## config.mk

```make
export PLATFORM = sky130hd
export DESIGN_NAME = ram_sdp_clr
export DESIGN_NICKNAME = d
export VERILOG_FILES = /design/src/rtl/ram_sdp_clr.sv
export SDC_FILE = /design/constraint.sdc
export NUM_CORES = 2
export LEC_CHECK = 0
export ABC_AREA = 1
export CAP_MARGIN = 10
export CORE_AREA = 2 2 434 436
export CTS_CLUSTER_DIAMETER = 100
export CTS_CLUSTER_SIZE = 28
export DETAILED_ROUTE_END_ITERATION = 10
export DIE_AREA = 0 0 436 438
export HOLD_SLACK_MARGIN = 0.1
export SLEW_MARGIN = 20
export SYNTH_ARGS = -nofsm -noshare
export SYNTH_HDL_FRONTEND = slang
export SYNTH_SLANG_ARGS = --single-unit
export TNS_END_PERCENT = 10
```

## constraint.sdc

```tcl
create_clock -name clk -period 4 [get_ports clk]
set_input_delay 0.8 -clock clk [delete_from_list [all_inputs] [get_ports clk]]
set_output_delay 0.8 -clock clk [all_outputs]
set_load 0.05 [all_outputs]
```

## src/rtl/ram_sdp_clr.sv

```systemverilog
// ram_sdp_clr: simple-dual-port RAM with byte strobes, a hardware clear
// sequencer and a selectable read latency and read-during-write policy.
//
// After reset, every word is loaded with CLRVAL, one word per cycle.
// Writes use per-byte strobes.
// The read port is either combinational (RLAT=0) or registered (RLAT=1).
// For a registered read that hits the word being written, RDW selects
// whether rdata returns the old word or the merged new word.
module ram_sdp_clr #(
    parameter int             DW     = 32,
    parameter int             AW     = 6,
    parameter int             RLAT   = 0,
    parameter int             RDW    = 0,
    parameter logic [DW-1:0]  CLRVAL = '0
) (
    input  logic              clk,
    input  logic              rst,
    output logic              busy,
    input  logic              wen,
    input  logic [AW-1:0]     waddr,
    input  logic [DW-1:0]     wdata,
    input  logic [DW/8-1:0]   wstrb,
    input  logic              ren,
    input  logic [AW-1:0]     raddr,
    output logic [DW-1:0]     rdata,
    output logic              rvalid
);

    localparam int SW    = DW / 8;
    localparam int DEPTH = 2 ** AW;

    localparam logic [1:0] ST_RST   = 2'd0;
    localparam logic [1:0] ST_CLEAR = 2'd1;
    localparam logic [1:0] ST_READY = 2'd2;

    logic [1:0]    state_q, state_d;
    logic [AW-1:0] cnt_q, cnt_d;

    logic [DW-1:0] mem_q [DEPTH];

    logic          mem_we;
    logic [AW-1:0] mem_waddr;
    logic [DW-1:0] mem_wdata;
    logic [SW-1:0] mem_wstrb;

    // Sequencer: leave reset, sweep every address once, then serve users.
    always_comb begin
        state_d = state_q;
        cnt_d   = cnt_q;
        case (state_q)
            ST_RST: begin
                state_d = ST_CLEAR;
                cnt_d   = '0;
            end
            ST_CLEAR: begin
                cnt_d = cnt_q + AW'(1);
                if (cnt_q == {AW{1'b1}}) begin
                    state_d = ST_READY;
                end
            end
            ST_READY: begin
                state_d = ST_READY;
            end
            default: begin
                state_d = ST_RST;
            end
        endcase
    end

    // Sequencer state register; reset can interrupt a clear at any point.
    always_ff @(posedge clk) begin
        if (rst) begin
            state_q <= ST_RST;
            cnt_q   <= '0;
        end else begin
            state_q <= state_d;
            cnt_q   <= cnt_d;
        end
    end

    // Busy also follows rst directly, so user accesses are blocked in the
    // same cycle reset is raised.
    assign busy = rst | (state_q != ST_READY);

    // Write-port mux: the clear sweep owns the port until READY.
    always_comb begin
        mem_we    = 1'b0;
        mem_waddr = waddr;
        mem_wdata = wdata;
        mem_wstrb = wstrb;
        if (!rst && state_q == ST_CLEAR) begin
            mem_we    = 1'b1;
            mem_waddr = cnt_q;
            mem_wdata = CLRVAL;
            mem_wstrb = '1;
        end else if (!busy && wen) begin
            mem_we    = 1'b1;
        end
    end

    // Storage array, byte-granular write, no reset (the sweep initialises it).
    always_ff @(posedge clk) begin
        if (mem_we) begin
            for (int b = 0; b < SW; b++) begin
                if (mem_wstrb[b]) begin
                    mem_q[mem_waddr][8*b +: 8] <= mem_wdata[8*b +: 8];
                end
            end
        end
    end

    if (RLAT == 0) begin : g_async_read

        assign rdata  = mem_q[raddr];
        assign rvalid = ren & ~busy;

    end else begin : g_sync_read

        logic [DW-1:0] rdata_q, rdata_d;
        logic          rvalid_q, rvalid_d;
        logic [DW-1:0] merged_word;

        // Word as it will look after this cycle's user write lands.
        always_comb begin
            merged_word = mem_q[waddr];
            for (int b = 0; b < SW; b++) begin
                if (wstrb[b]) begin
                    merged_word[8*b +: 8] = wdata[8*b +: 8];
                end
            end
        end

        // Read capture: a single-cycle valid per accepted read; the data holds otherwise.
        always_comb begin
            rdata_d  = rdata_q;
            rvalid_d = 1'b0;
            if (ren && !busy) begin
                rvalid_d = 1'b1;
                if (RDW != 0 && wen && waddr == raddr) begin
                    rdata_d = merged_word;
                end else begin
                    rdata_d = mem_q[raddr];
                end
            end
        end

        // Registered read outputs.
        always_ff @(posedge clk) begin
            if (rst) begin
                rdata_q  <= '0;
                rvalid_q <= 1'b0;
            end else begin
                rdata_q  <= rdata_d;
                rvalid_q <= rvalid_d;
            end
        end

        assign rdata  = rdata_q;
        assign rvalid = rvalid_q;

    end

endmodule

```

## Word level (Yosys, flattened, before mapping)

Memory sizes are Yosys's and may differ from the RTL's.
Cells that the tools add are included.

| word-level totals | value |
|---|---|
| register bits | 8 |
| bits in writable memories | 2,048 |
| bits of input ports | 52 |
| output and inout port bits | 34 |
| memories kept | 1 |

| operators by class | value |
|---|---|
| add/subtract/negate cells | 1 |
| eq/ne operators | 5 |
| mux-type cells | 20 |
| bitwise gates (word level) | 3 |
| reduce and logical (&&, ||, !) cells | 6 |

Memories:

| memory | words | bits a word | rd ports | clocked after Yosys merged registers in | wr ports | RTL line | source |
|---|---|---|---|---|---|---|---|
| mem_q | 64 | 32 | 1 | 0 | 1 | 39 | `logic [DW-1:0] mem_q [DEPTH];` |

Operator list:

| cell | count |
|---|---|
| two-way mux 32 bit | 1 |
| two-way mux 1 bit | 14 |
| one-hot mux 6 bit (2 select lines) | 1 |
| adder 6 x 1 -> 6 bit (second input constant) | 1 |
| == test 6 bit (second input constant) | 1 |
| two-way mux 6 bit | 1 |
| one-hot mux 2 bit (3 select lines) | 1 |
| two-way mux 4 bit | 1 |
| inequality test 2 bit (second input constant) | 2 |
| == test 2 x 1 -> 1 bit (second input constant) | 1 |
| == test 2 bit (second input constant) | 1 |
| logical AND 1 bit | 2 |
| logical NOT 1 bit | 2 |
| logical NOT 2 bit | 1 |
| two-way mux 2 bit | 1 |
| nonzero test 2 bit | 1 |
| bitwise AND 1 bit | 1 |
| inverter 1 bit | 1 |
| bitwise OR 1 bit | 1 |

## Logic depth before layout (Yosys ltp)

| depth | value |
|---|---|
| word-level depth | 8 |
| gate-level depth with buffers | 13 |

## Worst setup path before layout

No wires, ideal clock.

| timing path | value |
|---|---|
| kind | input port to flip-flop |
| from | input rst |
| to | memory mem_q[0][10], data pin |
| setup time | 0.500 ns |
| arrival | 2.748 ns |
| required time | 3.500 ns |
| setup slack | 0.752 ns |
| cell stages on the path | 4 |
| path through | nor2_4 -> buf_1 -> clkbuf_1 -> nor2_1 |

| between the ends | value |
|---|---|
| longest elaborated chain between the ends | 3 |

Ends and longest elaborated chain:

| element | RTL line | source |
|---|---|---|
| start, declared | 17 | `input logic rst,` |
| logical NOT 1 bit | 91 | `if (!rst && state_q == ST_CLEAR) begin` |
| logical AND 1 bit | 91 |  |
| two-way mux 32 bit | 91 |  |
| via mem_wdata[10] | 43 | `logic [DW-1:0] mem_wdata;` |
| end, declared | 39 |  |

The timed path passes the listed nets, and every way through them passes these cells.

## Final worst setup path

| timing path | value |
|---|---|
| from | input raddr[0] |
| to | output rdata[17] |

| between the ends | value |
|---|---|
| longest elaborated chain between the ends | 1 |

Ends and longest elaborated chain:

| element | RTL line | source |
|---|---|---|
| start, declared | 24 | `input logic [AW-1:0] raddr,` |
| memory read (64 x 32 bit) | -- |  |
| end, declared | 25 | `output logic [DW-1:0] rdata,` |

No other way between the ends.

==> results.md <==
- CTS Buffer Depth: 3
- Drt first pass iters: 6
- Antenna violations before repair: 3
- Total CTS buffers: 84
- Peak VDD IR: 0.345 mV
- Outcome: completed
- Effective utilization at floorplan: 44.8%
- Final wirelength: 242000 um
- Final Instance Area: 93400 um2
- Actual slew at the worst max-slew pin: 1.06 ns
- CP Class: primary input to primary output
- Internal power: 29.9 mW
- Number of flops mapped to enable cells by yosys: 2048
- PD cells: 429 nW/um2
- Final hold violation count: 0
- Sequential area share after synthesis: 73.8%
- Relative slew slack: 29.1%
- Port bufs: 85
- Root buf cell: clkbuf_16
- Number of max-cap violations: 0
- Synth warn: 0
- Fin cells: 9969
- Crit path max fanout: 61
- Total core area: 187000 um2
- Distinct cells, synth: 25
- Top FF cell, synth: edfxtp_1
- Cell taking the most area after synthesis: edfxtp_1
- CTS Sinks: 2056
- CP startpoint kind: primary input
- Die W: 436 um
- Via Count: 55.6k
- Pwr Total: 40.1 mW
- TNS Setup: 0 ns
- Count of state elements after synthesis: 2056
- Post-CTS Setup Inserts: 0
- RePlAce Congestion: 0.918
- # IOs: 86
- Tmin final: 3.94 ns
- Largest net degree at the start of global routing: 125
- DRC Markers: 0
- # diodes: 0
- Worst-path clk slew: 0.11 ns
- Placed cell area: 91100 um2
- Max H-tree Level: 3
- Synth Area per Inst: 11.6 um2
- NetSw: 10.3 mW
- Final period utilization: 98.4%
- Die height: 438 um
- Top-area cell type share of the netlist area: 73.6%
- Top-count cell post-synth: nand2_1
- Post-DRT Antenna Nets: 0
- First-pass GRT wire length: 355000 um
- Final nets: 7508
- Slew Limit Fails: 0
- List of most frequent post-synthesis cells: nand2_1, edfxtp_1, nand3_1
- Sequential Power Share: 61.4%
- Sw Share: 25.6%
- Placed insts: 9860
- Total gr overflow: 0
- Synthesized area: 83500 um2
- Skew final: 0.0277 ns
- DP HPWL: 154000 um
- WP data required: 3.20 ns
- Global-route usage over all layers: 24.9%
- Static Leak: 33.1 nW
- FP Rows: 159
- Area grow syn2layout: 11.8%
- Clock network fraction of design power: 26.1%
- Cells after synthesis: 7190
- Syn Nets: 7246
- Min-delay worst type: flop to flop
- Max Clk Rate: 254 MHz
- Ranking of synthesized cells by area: edfxtp_1, nand3_1, nand2_1, nor2_1, clkbuf_1
- Vias in the first global route: 52.7k
- Crit end category: primary output
- Share of post-route cells with drive strength above 1: 10.2%
- Final setup viols: 0
- DIE AREA: 191000 um2
- CTS tree: yes
- Vias per cell: 5.58
- DRT iter0 DRCs: 6121
- Ys async rst share: 0%
- Worst-Skew Late Latency: 0.75 ns
- Worst Path Arrival: 3.14 ns
- WL/cell: 24.3 um
- Comb pwr share: 12.6%
-- per-stage QoR --
| stage | hold slack, ns | utilization [%] | worst slack, ns |
|---|---|---|---|
| after global routing | 0.553 | 50.1 | -0.000520 |
| after global placement | 0.489 | 48.8 | 0.0380 |
| after floorplan | 0.455 | - | 0.752 |
| after CTS | 0.525 | 50.1 | 0.126 |
| after detailed placement | 0.509 | 48.8 | 0.0547 |
| final | 0.532 | 50.1 | 0.0640 |
-- per-layer routing --
metal | wire length, um | up-vias | GRT usage (%)
met5 | 10 | - | 0
met4 | 11400 | 2 | 11.0
met3 | 17600 | 338 | 3.59
met2 | 114000 | 2129 | 40.2
met1 | 98700 | 27512 | 33.9
li1 | - | 25623 | -
-- worst max-delay path: stages --
cell and delay (ns):
buf_8 0.15, inv_8 0.22, buf_16 0.27, buf_4 0.22, buf_12 0.25, nand2_1 0.09
nand3_1 0.09, nand3_1 0.09, nand2_1 0.09, nand2_1 0.07, nand3_1 0.14, nand3_1 0.09
nand2_1 0.18, buf_4 0.23
-- power by group through the flow --
stage               logic, mW  clock network, mW  registers, mW
floorplan                2.48                  0           25.2
CTS                      5.03               10.6           24.6
global placement         4.96                  0           25.1
detailed placement       5.02                  0           25.1
global route             5.40               11.3           24.6
finish                   5.04               10.5           24.6
-- cell families (layout without fill, tap and decap cells) --
kind of cell	after synthesis	in the layout	share of synthesized area, %
AND/OR/NAND/NOR	4582	4582	23.5
flip-flops	2056	2056	73.8
buffers and inverters	526	810	2.53
AO/OA/AOI/OAI	22	22	0.157
adder cells (fa/ha/maj)	4	4	0.0599
-- cells in the final DEF, fill, tap and decap left out, types with 15 or more instances in the layout --
cell type           n
inv_1              43
nor2_2             15
nor2_4             33
nand3_1          1873
clkdlybuf4s50_1    47
clkbuf_16          87
nand2_1          2389
nor2_1            268
edfxtp_1         2048
buf_4             517
buf_12             77
-- final timing paths --
| check | start | cells past startpoint | to | slack (ns) |
|---|---|---|---|---|
| max | raddr[0] | 14 | rdata[17] | 0.06 |
| min | state_q[0] | 2 | state_q[0] | 0.53 |
| max reg2reg | state_q[1] | 12 | mem_q[27][13] | 0.55 |
| min reg2reg | state_q[0] | 2 | state_q[0] | 0.53 |
-- state kept, by name, summed over array words and instances, names as in the netlist --
register / flops
mem_q: 2048
state_q: 2
cnt_q: 6
-- area by class of cell --
cell class                      instances  area (um2)
Fill cell                           16421       93200
Sequential cell                      2056       61700
Clock buffer                          100        2230
Timing Repair Buffer                  649        6020
Multi-Input combinational cell       4608       20100
Clock inverter                          8         125
Inverter                               53         226
Tap cell                             2495        3120
-- what timing repair did --
item                                    CTS  global route
hold buffers                              0             0
endpoints found under the setup margin    0             1
resized for setup                         0             2
Power figures use the tool's default switching activity.
